**src/rtl/fp_add_pkg.sv**
```systemverilog
// Shared definitions for the fp adder mantissa datapath.
//   MANT_W     : mantissa word width used by the adder
//   TAG_W_DFLT : default sideband tag width
//   clog2_cnt  : width needed to hold a count in the range 0..width
package fp_add_pkg;

  localparam int MANT_W     = 27;
  localparam int TAG_W_DFLT = 4;

  function automatic int clog2_cnt(input int width);
    return $clog2(width + 1);
  endfunction

endpackage

```
**src/rtl/lzc_comb.sv**
```systemverilog
// Combinational leading-zero counter, MSB counts as position 0.
//   data_i : word to scan
//   zero_o : data_i is all zeros
//   lzc_o  : number of leading zeros (WIDTH when data_i is zero)
// The word is padded at the LSB end to a power of two and reduced by a
// heap-indexed binary tree: node i has children 2i (more significant half)
// and 2i+1, and the leaves are nodes P/2 .. P-1.
module lzc_comb
  import fp_add_pkg::*;
#(
  parameter int  WIDTH = MANT_W,
  localparam int CNT_W = clog2_cnt(WIDTH)
) (
  input  logic [WIDTH-1:0] data_i,
  output logic             zero_o,
  output logic [CNT_W-1:0] lzc_o
);

  localparam int LOGP = $clog2(WIDTH);
  localparam int P    = 1 << LOGP;

  logic [P-1:0]    pw;
  logic            z_n   [1:P-1];
  logic [LOGP-1:0] cnt_n [1:P-1];

  // Zero padding below the LSB never changes the count of a non-zero word.
  always_comb begin
    pw = '0;
    pw[P-1 -: WIDTH] = data_i;
  end

  for (genvar m = 0; m < P / 2; m++) begin : g_leaf
    localparam int HB = P - 1 - 2 * m;
    assign z_n[P/2+m]   = ~(pw[HB] | pw[HB-1]);
    assign cnt_n[P/2+m] = pw[HB] ? '0 : LOGP'(1);
  end

  // When the upper half is empty the count is the upper half's size plus
  // the lower half's count; otherwise the upper half decides alone.
  for (genvar i = 1; i < P / 2; i++) begin : g_node
    localparam int D  = $clog2(i + 1) - 1;
    localparam int CH = P >> (D + 1);
    assign z_n[i]   = z_n[2*i] & z_n[2*i+1];
    assign cnt_n[i] = z_n[2*i] ? (LOGP'(CH) + cnt_n[2*i+1]) : cnt_n[2*i];
  end

  assign zero_o = z_n[1];
  assign lzc_o  = z_n[1] ? CNT_W'(WIDTH) : CNT_W'(cnt_n[1]);

endmodule

```
**src/rtl/lzc_norm_pipe.sv**
```systemverilog
// Two-stage leading-zero count and normalise pipeline for the post-add
// mantissa. Stage 1 counts leading zeros and clamps the shift to in_lim,
// stage 2 applies the left shift. Valid/ready on both sides, no skid buffer.
//   clk, rst_n                      : clock, synchronous active-low reset
//   in_valid/in_ready               : input handshake
//   in_data, in_lim, in_tag         : mantissa, max shift, sideband tag
//   out_valid/out_ready             : output handshake
//   out_data                        : normalised mantissa
//   out_lzc, out_shift              : leading-zero count, shift applied
//   out_zero, out_lim_hit, out_tag  : zero flag, clamp flag, tag
module lzc_norm_pipe
  import fp_add_pkg::*;
#(
  parameter int  WIDTH = MANT_W,
  parameter int  TAG_W = TAG_W_DFLT,
  localparam int CNT_W = clog2_cnt(WIDTH)
) (
  input  logic             clk,
  input  logic             rst_n,
  input  logic             in_valid,
  output logic             in_ready,
  input  logic [WIDTH-1:0] in_data,
  input  logic [CNT_W-1:0] in_lim,
  input  logic [TAG_W-1:0] in_tag,
  output logic             out_valid,
  input  logic             out_ready,
  output logic [WIDTH-1:0] out_data,
  output logic [CNT_W-1:0] out_lzc,
  output logic [CNT_W-1:0] out_shift,
  output logic             out_zero,
  output logic             out_lim_hit,
  output logic [TAG_W-1:0] out_tag
);

  function automatic logic [CNT_W-1:0] clamp_shift(input logic [CNT_W-1:0] lzc,
                                                   input logic [CNT_W-1:0] lim,
                                                   input logic             zero);
    if (zero)       return '0;
    else if (lzc > lim) return lim;
    else            return lzc;
  endfunction

  logic             lzc_zero;
  logic [CNT_W-1:0] lzc_cnt;

  logic             vld_p1_q, vld_p2_q;
  logic             adv_p1, adv_p2, accept;

  logic [WIDTH-1:0] data_p1_q;
  logic [TAG_W-1:0] tag_p1_q;
  logic [CNT_W-1:0] lzc_p1_q, shift_p1_q, shift_p1_d;
  logic             zero_p1_q, hit_p1_q, hit_p1_d;
  logic [WIDTH-1:0] data_p2_d;

  lzc_comb #(.WIDTH(WIDTH)) u_lzc (
    .data_i (in_data),
    .zero_o (lzc_zero),
    .lzc_o  (lzc_cnt)
  );

  assign adv_p2   = !vld_p2_q || out_ready;
  assign adv_p1   = !vld_p1_q || adv_p2;
  assign in_ready = rst_n && adv_p1;
  assign accept   = in_valid && in_ready;

  always_ff @(posedge clk) begin
    if (!rst_n) begin
      vld_p1_q <= 1'b0;
      vld_p2_q <= 1'b0;
    end else begin
      if (adv_p1) vld_p1_q <= accept;
      if (adv_p2) vld_p2_q <= vld_p1_q;
    end
  end

  // ---- stage 1: count and clamp ----
  assign shift_p1_d = clamp_shift(lzc_cnt, in_lim, lzc_zero);
  assign hit_p1_d   = !lzc_zero && (lzc_cnt > in_lim);

  always_ff @(posedge clk) begin
    if (accept) begin
      data_p1_q  <= in_data;
      tag_p1_q   <= in_tag;
      lzc_p1_q   <= lzc_cnt;
      shift_p1_q <= shift_p1_d;
      zero_p1_q  <= lzc_zero;
      hit_p1_q   <= hit_p1_d;
    end
  end

  // ---- stage 2: normalising shift ----
  assign data_p2_d = data_p1_q << shift_p1_q;

  always_ff @(posedge clk) begin
    if (!rst_n) begin
      out_data    <= '0;
      out_lzc     <= '0;
      out_shift   <= '0;
      out_zero    <= 1'b0;
      out_lim_hit <= 1'b0;
      out_tag     <= '0;
    end else if (adv_p2 && vld_p1_q) begin
      out_data    <= data_p2_d;
      out_lzc     <= lzc_p1_q;
      out_shift   <= shift_p1_q;
      out_zero    <= zero_p1_q;
      out_lim_hit <= hit_p1_q;
      out_tag     <= tag_p1_q;
    end
  end

  assign out_valid = vld_p2_q;

endmodule

```
**config.mk**
```make
export PLATFORM = sky130hd
export DESIGN_NAME = lzc_norm_pipe
export DESIGN_NICKNAME = d
export VERILOG_FILES = /design/src/rtl/fp_add_pkg.sv /design/src/rtl/lzc_comb.sv /design/src/rtl/lzc_norm_pipe.sv
export SDC_FILE = /design/constraint.sdc
export NUM_CORES = 1
export LEC_CHECK = 0
export CAP_MARGIN = 20
export CORE_MARGIN = 4
export CORE_UTILIZATION = 35
export CTS_CLUSTER_DIAMETER = 150
export DETAILED_ROUTE_END_ITERATION = 8
export GPL_TIMING_DRIVEN = 1
export REMOVE_ABC_BUFFERS = 1
export SLEW_MARGIN = 25
export SYNTH_ARGS = -nofsm -noshare
export SYNTH_HDL_FRONTEND = slang
export SYNTH_HIERARCHICAL = 1
export SYNTH_SLANG_ARGS = --single-unit
```
**constraint.sdc**
```tcl
create_clock -name clk -period 3.15 [get_ports clk]
set_input_delay 0.4725 -clock clk [delete_from_list [all_inputs] [get_ports clk]]
set_output_delay 0.4725 -clock clk [all_outputs]
set_load 0.02 [all_outputs]
```
==> impl_metrics.toml, run 1 <==
[global_route]
grt_max_degree = 44
global_route.overflow_total = 0
global_route_wire_length_before_repair_mm = 21.0
first_global_vias = 3944
antenna_found_initial = 0
globalRouteTotalUtil = 0.167

[drt]
drt_first_pass_iters = 5
antenna_left = 0
drc = 0
wirelength_mm = 12.8
detail_route.vias_per_cell = 5.27
route.detailed.wl_per_inst_um = 17.0
dr_total_vias = 3973
detail_route.iter0.violations = 226

[placed_design]
detailedPlacementHpwl_mm = 9.83
gp_congestion = 0.890
dp_worst_setup_slack_ps = -531
dpl_cell_area_mm2 = 0.00608
port_buffers = 84
dp.cells = 737

[min_path]
timing.hold.worst.start = "out_shift[1]$_SDFFE_PN0P_"
worst_hold_path.endpoint = "out_shift[1]$_SDFFE_PN0P_"
hold_path.class = "register to register"
min_delay_path_depth = 2

[setup_path]
critical_path.slowest_cell = "or4_4"
timing.critical_path.arrival_ps = 3130
worstSetupEndpointType = "register"
worst-r2r-cell-count = 5
crit_path_start_kind = "primary input"
path_cells = "clkdlybuf4s50_1, or4_4, and4bb_2, and4_1, a31o_1, ha_1, nor2b_1, o21a_1, o21ai_2, a21oi_4, nor2b_2"
timing_worst_setup_path_type = "primary input to register"
ff2ff_setup_slack_ps = 800
timing.critical_path.slowest_cell_delay_ps = 550
r2r-end = "out_data[17]$_SDFFE_PN0P_"
worst-endpoint-required_ps = 3250
r2r_start = "shift_p1_q[0]$_SDFFCE_PP0P_"
critPathMaxFanout = 6

[floorplanning]
floorplan.die.width_um = 125
core_area_mm2 = 0.0133
initial_core_util = 0.360
fp-row-count = 42
ios = 85
die-area_mm2 = 0.0157
die_y_um = 125

[cells_and_area]
nets = 618
fraction_of_final_layout_cells_with_drive_strength_greater_than_1 = 0.173
layout-area-overhead-vs-synth_pct = 34.2
antennaDiodeCount = 0
n_fill_cell = 1264
post_layout_cell_count = 754
postLayoutCellArea_mm2 = 0.00645

[timing]
final_critical_path_setup_slack_ps = 115
slew_viol_final = 0
rsz0062_at_grt = "false"
max_clock_freq_mhz = 329
timing.setup.tns_ps = 0
tightestPinTransition_ps = 889
finalCritPeriodShare = 0.964
setup_violations = 0
hold_viol = 0
fin_skew_ps = 5.90
hold_ws_ps = 454
slew_headroom = 0.407
timing.final.crit_period_ps = 3040

[cts]
clock-root-buffer = "clkbuf_16"
tritoncts.num_buffers = 9
cts.reportedPaths.clkPinSlew_ps = 60
clock_insertion_delay_worst_skew_ps = 340
cts_tree = "yes"
clock-sinks = 88
cts-root-to-sink-buffers = 2
hold_buf_count_cts = 0
htree_num_levels = 3

[power_and_ir_drop]
power.density_mw_per_mm2 = 454
total_leakage_power_uw = 0.00240
vdd.ir_drop.worst_v = 0.000262

[yosys]
seq_total_area_yosys = 0.456
netlist_instances = 460
top_cell_type_s_share_of_synthesized_area = 0.269
dominantRegCellSynth = "dfxtp_1"
synth.distinct_cells = 56
synth_seq_cells = 88
synth.yosys.warnings = 6
synth_enable_flop_cells = 43
syn_avg_cell_area_um2 = 10.4
yosys.area.top_type = "edfxtp_1"
post_synth_main_area_contributors = "edfxtp_1 (27%), dfxtp_1 (19%), mux2i_1 (9.8%)"
synthArstFlopShare = 0
post_synthesis_cell_area_mm2 = 0.00480

[flow_run]
maxCapViolCount = 0

[outcome]
status = "finished clean"
[stage by stage]
step | util | total power [uW]
floorplan | - | 1530
global placement | 0.455 | 1750
detailed placement | 0.455 | 1750
CTS | 0.481 | 2940
global route | 0.483 | 3040
finish | 0.483 | 2930
[cells in the mapped netlist (all sizes together) (2+ instances only)]
| library cell | number |
|---|---|
| a22oi | 14 |
| nand2b | 14 |
| edfxtp | 43 |
| o211ai | 2 |
| nor3b | 2 |
| o221ai | 2 |
| inv | 13 |
| buf | 14 |
| o22ai | 4 |
| a32oi | 4 |
| nand4 | 2 |
| nand3b | 2 |
| nor2 | 35 |
| o31ai | 4 |
| a31oi | 3 |
| a21oi | 30 |
| clkbuf | 15 |
| ha | 5 |
| or4 | 2 |
| mux2i | 47 |
| mux4 | 17 |
| nor2b | 13 |
| and2 | 6 |
| nor4 | 7 |
| dfxtp | 45 |
| mux2 | 9 |
| nor3 | 4 |
| o21ai | 15 |
| o21bai | 4 |
| nand3 | 7 |
| a22o | 2 |
| a221o | 3 |
| o21a | 3 |
| nand2 | 54 |
[worst max-delay path: cells and delay by family]
family	cells	cell delay (ps)
simple gates	5	1360
compound gates	4	620
buf+inv	1	420
fa+ha+maj	1	250
[cells in the final DEF (no fill, tap or decap), types with 3 or more instances in the layout]
| cell type | count |
|---|---|
| clkbuf_16 | 10 |
| inv_1 | 12 |
| a22oi_1 | 14 |
| a21oi_1 | 29 |
| and2_1 | 4 |
| nand2_1 | 54 |
| nor2_1 | 35 |
| nand2b_1 | 14 |
| nor3_1 | 4 |
| ha_1 | 5 |
| a32oi_1 | 4 |
| a221o_1 | 3 |
| o31ai_1 | 4 |
| buf_4 | 47 |
| dfxtp_1 | 45 |
| nor4_1 | 5 |
| nand3_1 | 7 |
| o21a_1 | 3 |
| edfxtp_1 | 43 |
| clkdlybuf4s50_1 | 83 |
| nor2b_1 | 12 |
| o21bai_1 | 4 |
| o21ai_1 | 5 |
| o21ai_0 | 9 |
| a31oi_1 | 3 |
| mux2_2 | 9 |
| mux2i_1 | 47 |
| o22ai_1 | 3 |
| mux4_2 | 17 |
[cell type report]
cell class	instances	area, um^2	area share
Clock buffer	12	268	0.0415
Clock inverter	4	73.8	0.0115
Inverter	13	48.8	0.00757
Multi-Input combinational cell	330	2450	0.380
Sequential cell	88	2190	0.340
Tap cell	176	220	0.0342
Timing Repair Buffer	131	1200	0.186
[sequential cells by signal, indices dropped and copies added, names as in the netlist]
name / cells
data_p1_q: 27
out_data: 27
lzc_p1_q: 5
out_lzc: 5
out_shift: 5
shift_p1_q: 5
out_tag: 4
tag_p1_q: 4
hit_p1_q: 1
out_lim_hit: 1
out_valid: 1
out_zero: 1
vld_p1_q: 1
zero_p1_q: 1
[power by group]
group	switching (uW)	leakage (uW)	internal (uW)
combinational	223	0.00145	219
sequential	37.5	0.000783	1250
clock	431	0.000164	765
[how the worst max path moves through the flow]
| stage | cells after the start | endpoint | from |
|---|---|---|---|
| after CTS | 11 | shift_p1_q[3]$_SDFFCE_PP0P_ | in_data[17] |
| after floorplan | 10 | hit_p1_q$_DFFE_PP_ | in_data[17] |
| after global routing | 11 | hit_p1_q$_DFFE_PP_ | in_data[14] |
| final | 11 | hit_p1_q$_DFFE_PP_ | in_data[14] |
| after detailed placement | 11 | shift_p1_q[3]$_SDFFCE_PP0P_ | in_data[17] |
| after global placement | 11 | shift_p1_q[3]$_SDFFCE_PP0P_ | in_data[17] |
[repair_timing]
action / CTS / global route
pin swaps: 1 / 6
gates resized for setup: 2 / 4
setup endpoints to repair: 6 / 6
setup buffers: 0 / 1
[layer usage]
layer	part of all wire	GRT usage
met1	0.46	0.227
met2	0.46	0.261
met3	0.064	0.0371
met4	0.019	0.0638
met5	0	0
[logic make-up (layout without fill, tap and decap cells)]
| logic type | Yosys count | count (layout) | share of synthesized area |
|---|---|---|---|
| and+or+nand+nor | 153 | 153 | 0.158 |
| AOI/OAI and AO/OA | 99 | 99 | 0.136 |
| DFF | 88 | 88 | 0.456 |
| muxes | 73 | 73 | 0.199 |
| buffers and inverters | 42 | 160 | 0.0383 |
| adders and majority gates | 5 | 5 | 0.0130 |
No activity file was read; power rests on OpenSTA's default activity.
==> inputs of run 2 (changes only) <==
GPL_TIMING_DRIVEN = 0   (was 1)
clock period = 3.1 ns   (was 3.15 ns; I/O delays follow)
==> run 2 against run 1 <==
  * Cell count shrank 4.5%
  * Power fell by 7.7%
  * Core utilization shrank 1.5 points
  * First-iteration DRC count up 68%
  * Flip-flop and latch count unchanged
  * Register-to-register slack got worse by 220 ps
  * Routed wire length shrank 0.76%
  * Sequential power is essentially flat
  * Largest cell class unchanged
  * Highest routed layer unchanged
==> impl_metrics.toml, run 2 (synthesized netlist as in run 1, its figures left out) <==
[setup_path]
path_cells = "clkdlybuf4s50_1, nor4_4, and4bb_4, and4_1, a31o_1, ha_4, nor2b_1, o21a_1, o21ai_2, a21oi_4, nor2b_1"
timing.critical_path.slowest_cell_delay_ps = 540
timing_worst_setup_path_type = "primary input to register"
crit_path_start_kind = "primary input"
r2r-end = "out_data[18]$_SDFFE_PN0P_"
ff2ff_setup_slack_ps = 580
r2r_start = "shift_p1_q[1]$_SDFFCE_PP0P_"
timing.critical_path.arrival_ps = 3080
worst-endpoint-required_ps = 3180
critPathMostFrequentCell = "nor2b_1"
critical_path.slowest_cell = "clkdlybuf4s50_1"
worst-r2r-cell-count = 7
worstSetupEndpointType = "register"
critPathMaxFanout = 6

[global_route]
global_route.overflow_total = 0
globalRouteTotalUtil = 0.157
first_global_vias = 3824
antenna_found_initial = 0
global_route_wire_length_before_repair_mm = 20.0
grt_max_degree = 37

[cells_and_area]
regs_by_ff_count = "data_p1_q x27, out_data x27"
most-common-layout-cells = "clkdlybuf4s50_1 (77), nand2_1 (53), mux2i_1 (47), dfxtp_1 (45), edfxtp_1 (43)"
utilization = 0.468
nets = 584
fraction_of_final_layout_cells_with_drive_strength_greater_than_1 = 0.123
layout.cells.most_common = "clkdlybuf4s50_1"
layout-area-overhead-vs-synth_pct = 29.9
antennaDiodeCount = 0
post_layout_cell_count = 720

[floorplanning]
initial_core_util = 0.360
fp-row-count = 42
core_area_mm2 = 0.0133
floorplan.die.width_um = 125
die-area_mm2 = 0.0157
die_y_um = 125
ios = 85

[min_path]
min_delay_path_depth = 1
timing.hold.worst.start = "in_data[12]"
worst_hold_path.endpoint = "data_p1_q[12]$_DFFE_PP_"
hold_path.class = "primary input to register"

[timing]
timing.final.crit_period_ps = 3000
fin_skew_ps = 4.12
setup_violations = 0
tightestPinTransition_ps = 876
finalCritPeriodShare = 0.968
slew_headroom = 0.416
hold_viol = 0
max_clock_freq_mhz = 333
slew_viol_final = 0

[cts]
htree_num_levels = 3
clock_insertion_delay_worst_skew_ps = 330
cts_tree = "yes"
hold_buf_count_cts = 0
cts-root-to-sink-buffers = 2
clock-sinks = 88
tritoncts.num_buffers = 9
clock-root-buffer = "clkbuf_16"
cts.reportedPaths.clkPinSlew_ps = 60

[flow_run]
maxCapViolCount = 0

[drt]
drc = 0
dr_total_vias = 3897
route.detailed.wl_per_inst_um = 17.7
detail_route.vias_per_cell = 5.41
drt_first_pass_iters = 5
wirelength_mm = 12.7
detail_route.iter0.violations = 379
antenna_left = 0

[placed_design]
detailedPlacementHpwl_mm = 9.41
port_buffers = 84
gp_congestion = 0.880
dp.cells = 697

[power_and_ir_drop]
total_leakage_power_uw = 0.00226
power.density_mw_per_mm2 = 433
vdd.ir_drop.worst_v = 0.000220

[outcome]
status = "finished clean"
==> run 2: what timing repair did <==
item                       in CTS  in global routing
gates resized for setup         9                 11
setup endpoints to repair       6                  6
pin swaps                       3                  6
buffers inserted                4                  2
==> run 2: worst max path at each step <==
stage	start	endpoint	cells past startpoint
floorplan	in_data[17]	hit_p1_q$_DFFE_PP_	10
global placement	in_data[13]	shift_p1_q[3]$_SDFFCE_PP0P_	12
detailed placement	in_data[13]	shift_p1_q[3]$_SDFFCE_PP0P_	11
CTS	in_data[11]	hit_p1_q$_DFFE_PP_	11
global route	in_data[25]	shift_p1_q[2]$_SDFFCE_PP0P_	11
finish	in_data[25]	hit_p1_q$_DFFE_PP_	11
==> run 2: power breakdown <==
group          internal (uW)  total [uW]  leakage [uW]  switching, uW
logic                    207         435       0.00135            228
registers               1270        1310      0.000783           40.4
clock network            538         955      0.000124            417
total                   2020        2700       0.00226            685
==> run 2: cell type report <==
type,count,area [um^2]
Tap cell,176,220
Clock inverter,4,21.3
Sequential cell,88,2190
Multi-Input combinational cell,330,2520
Fill cell,1240,7110
Clock buffer,12,236
Timing Repair Buffer,97,1010
Inverter,13,48.8
==> run 2: routing by layer <==
metal	global-route usage	share of wire
met1	0.218	0.47
met2	0.241	0.45
met3	0.0392	0.064
met4	0.0536	0.020
met5	0	0
==> run 2: metrics by stage <==
step                area [um^2]  setup slack, ps  power [uW]  TNS, ps  hold slack (ps)
floorplan                  4670              194        1560        0              471
global placement           5730             -728        1740   -23020              443
detailed placement         5840             -807        1760    -4680              447
CTS                        6150             2.66        2720        0              456
global route               6240            -43.5        2810    -94.4              386
finish                     6240             98.5        2700        0              377
==> run 2: worst max-delay path: cells and delay by family <==
kind                     cells  cell delay [ps]
adder cells (fa/ha/maj)      1              230
AO/OA/AOI/OAI                4              670
AND/OR/NAND/NOR              5             1170
buffers and inverters        1              540
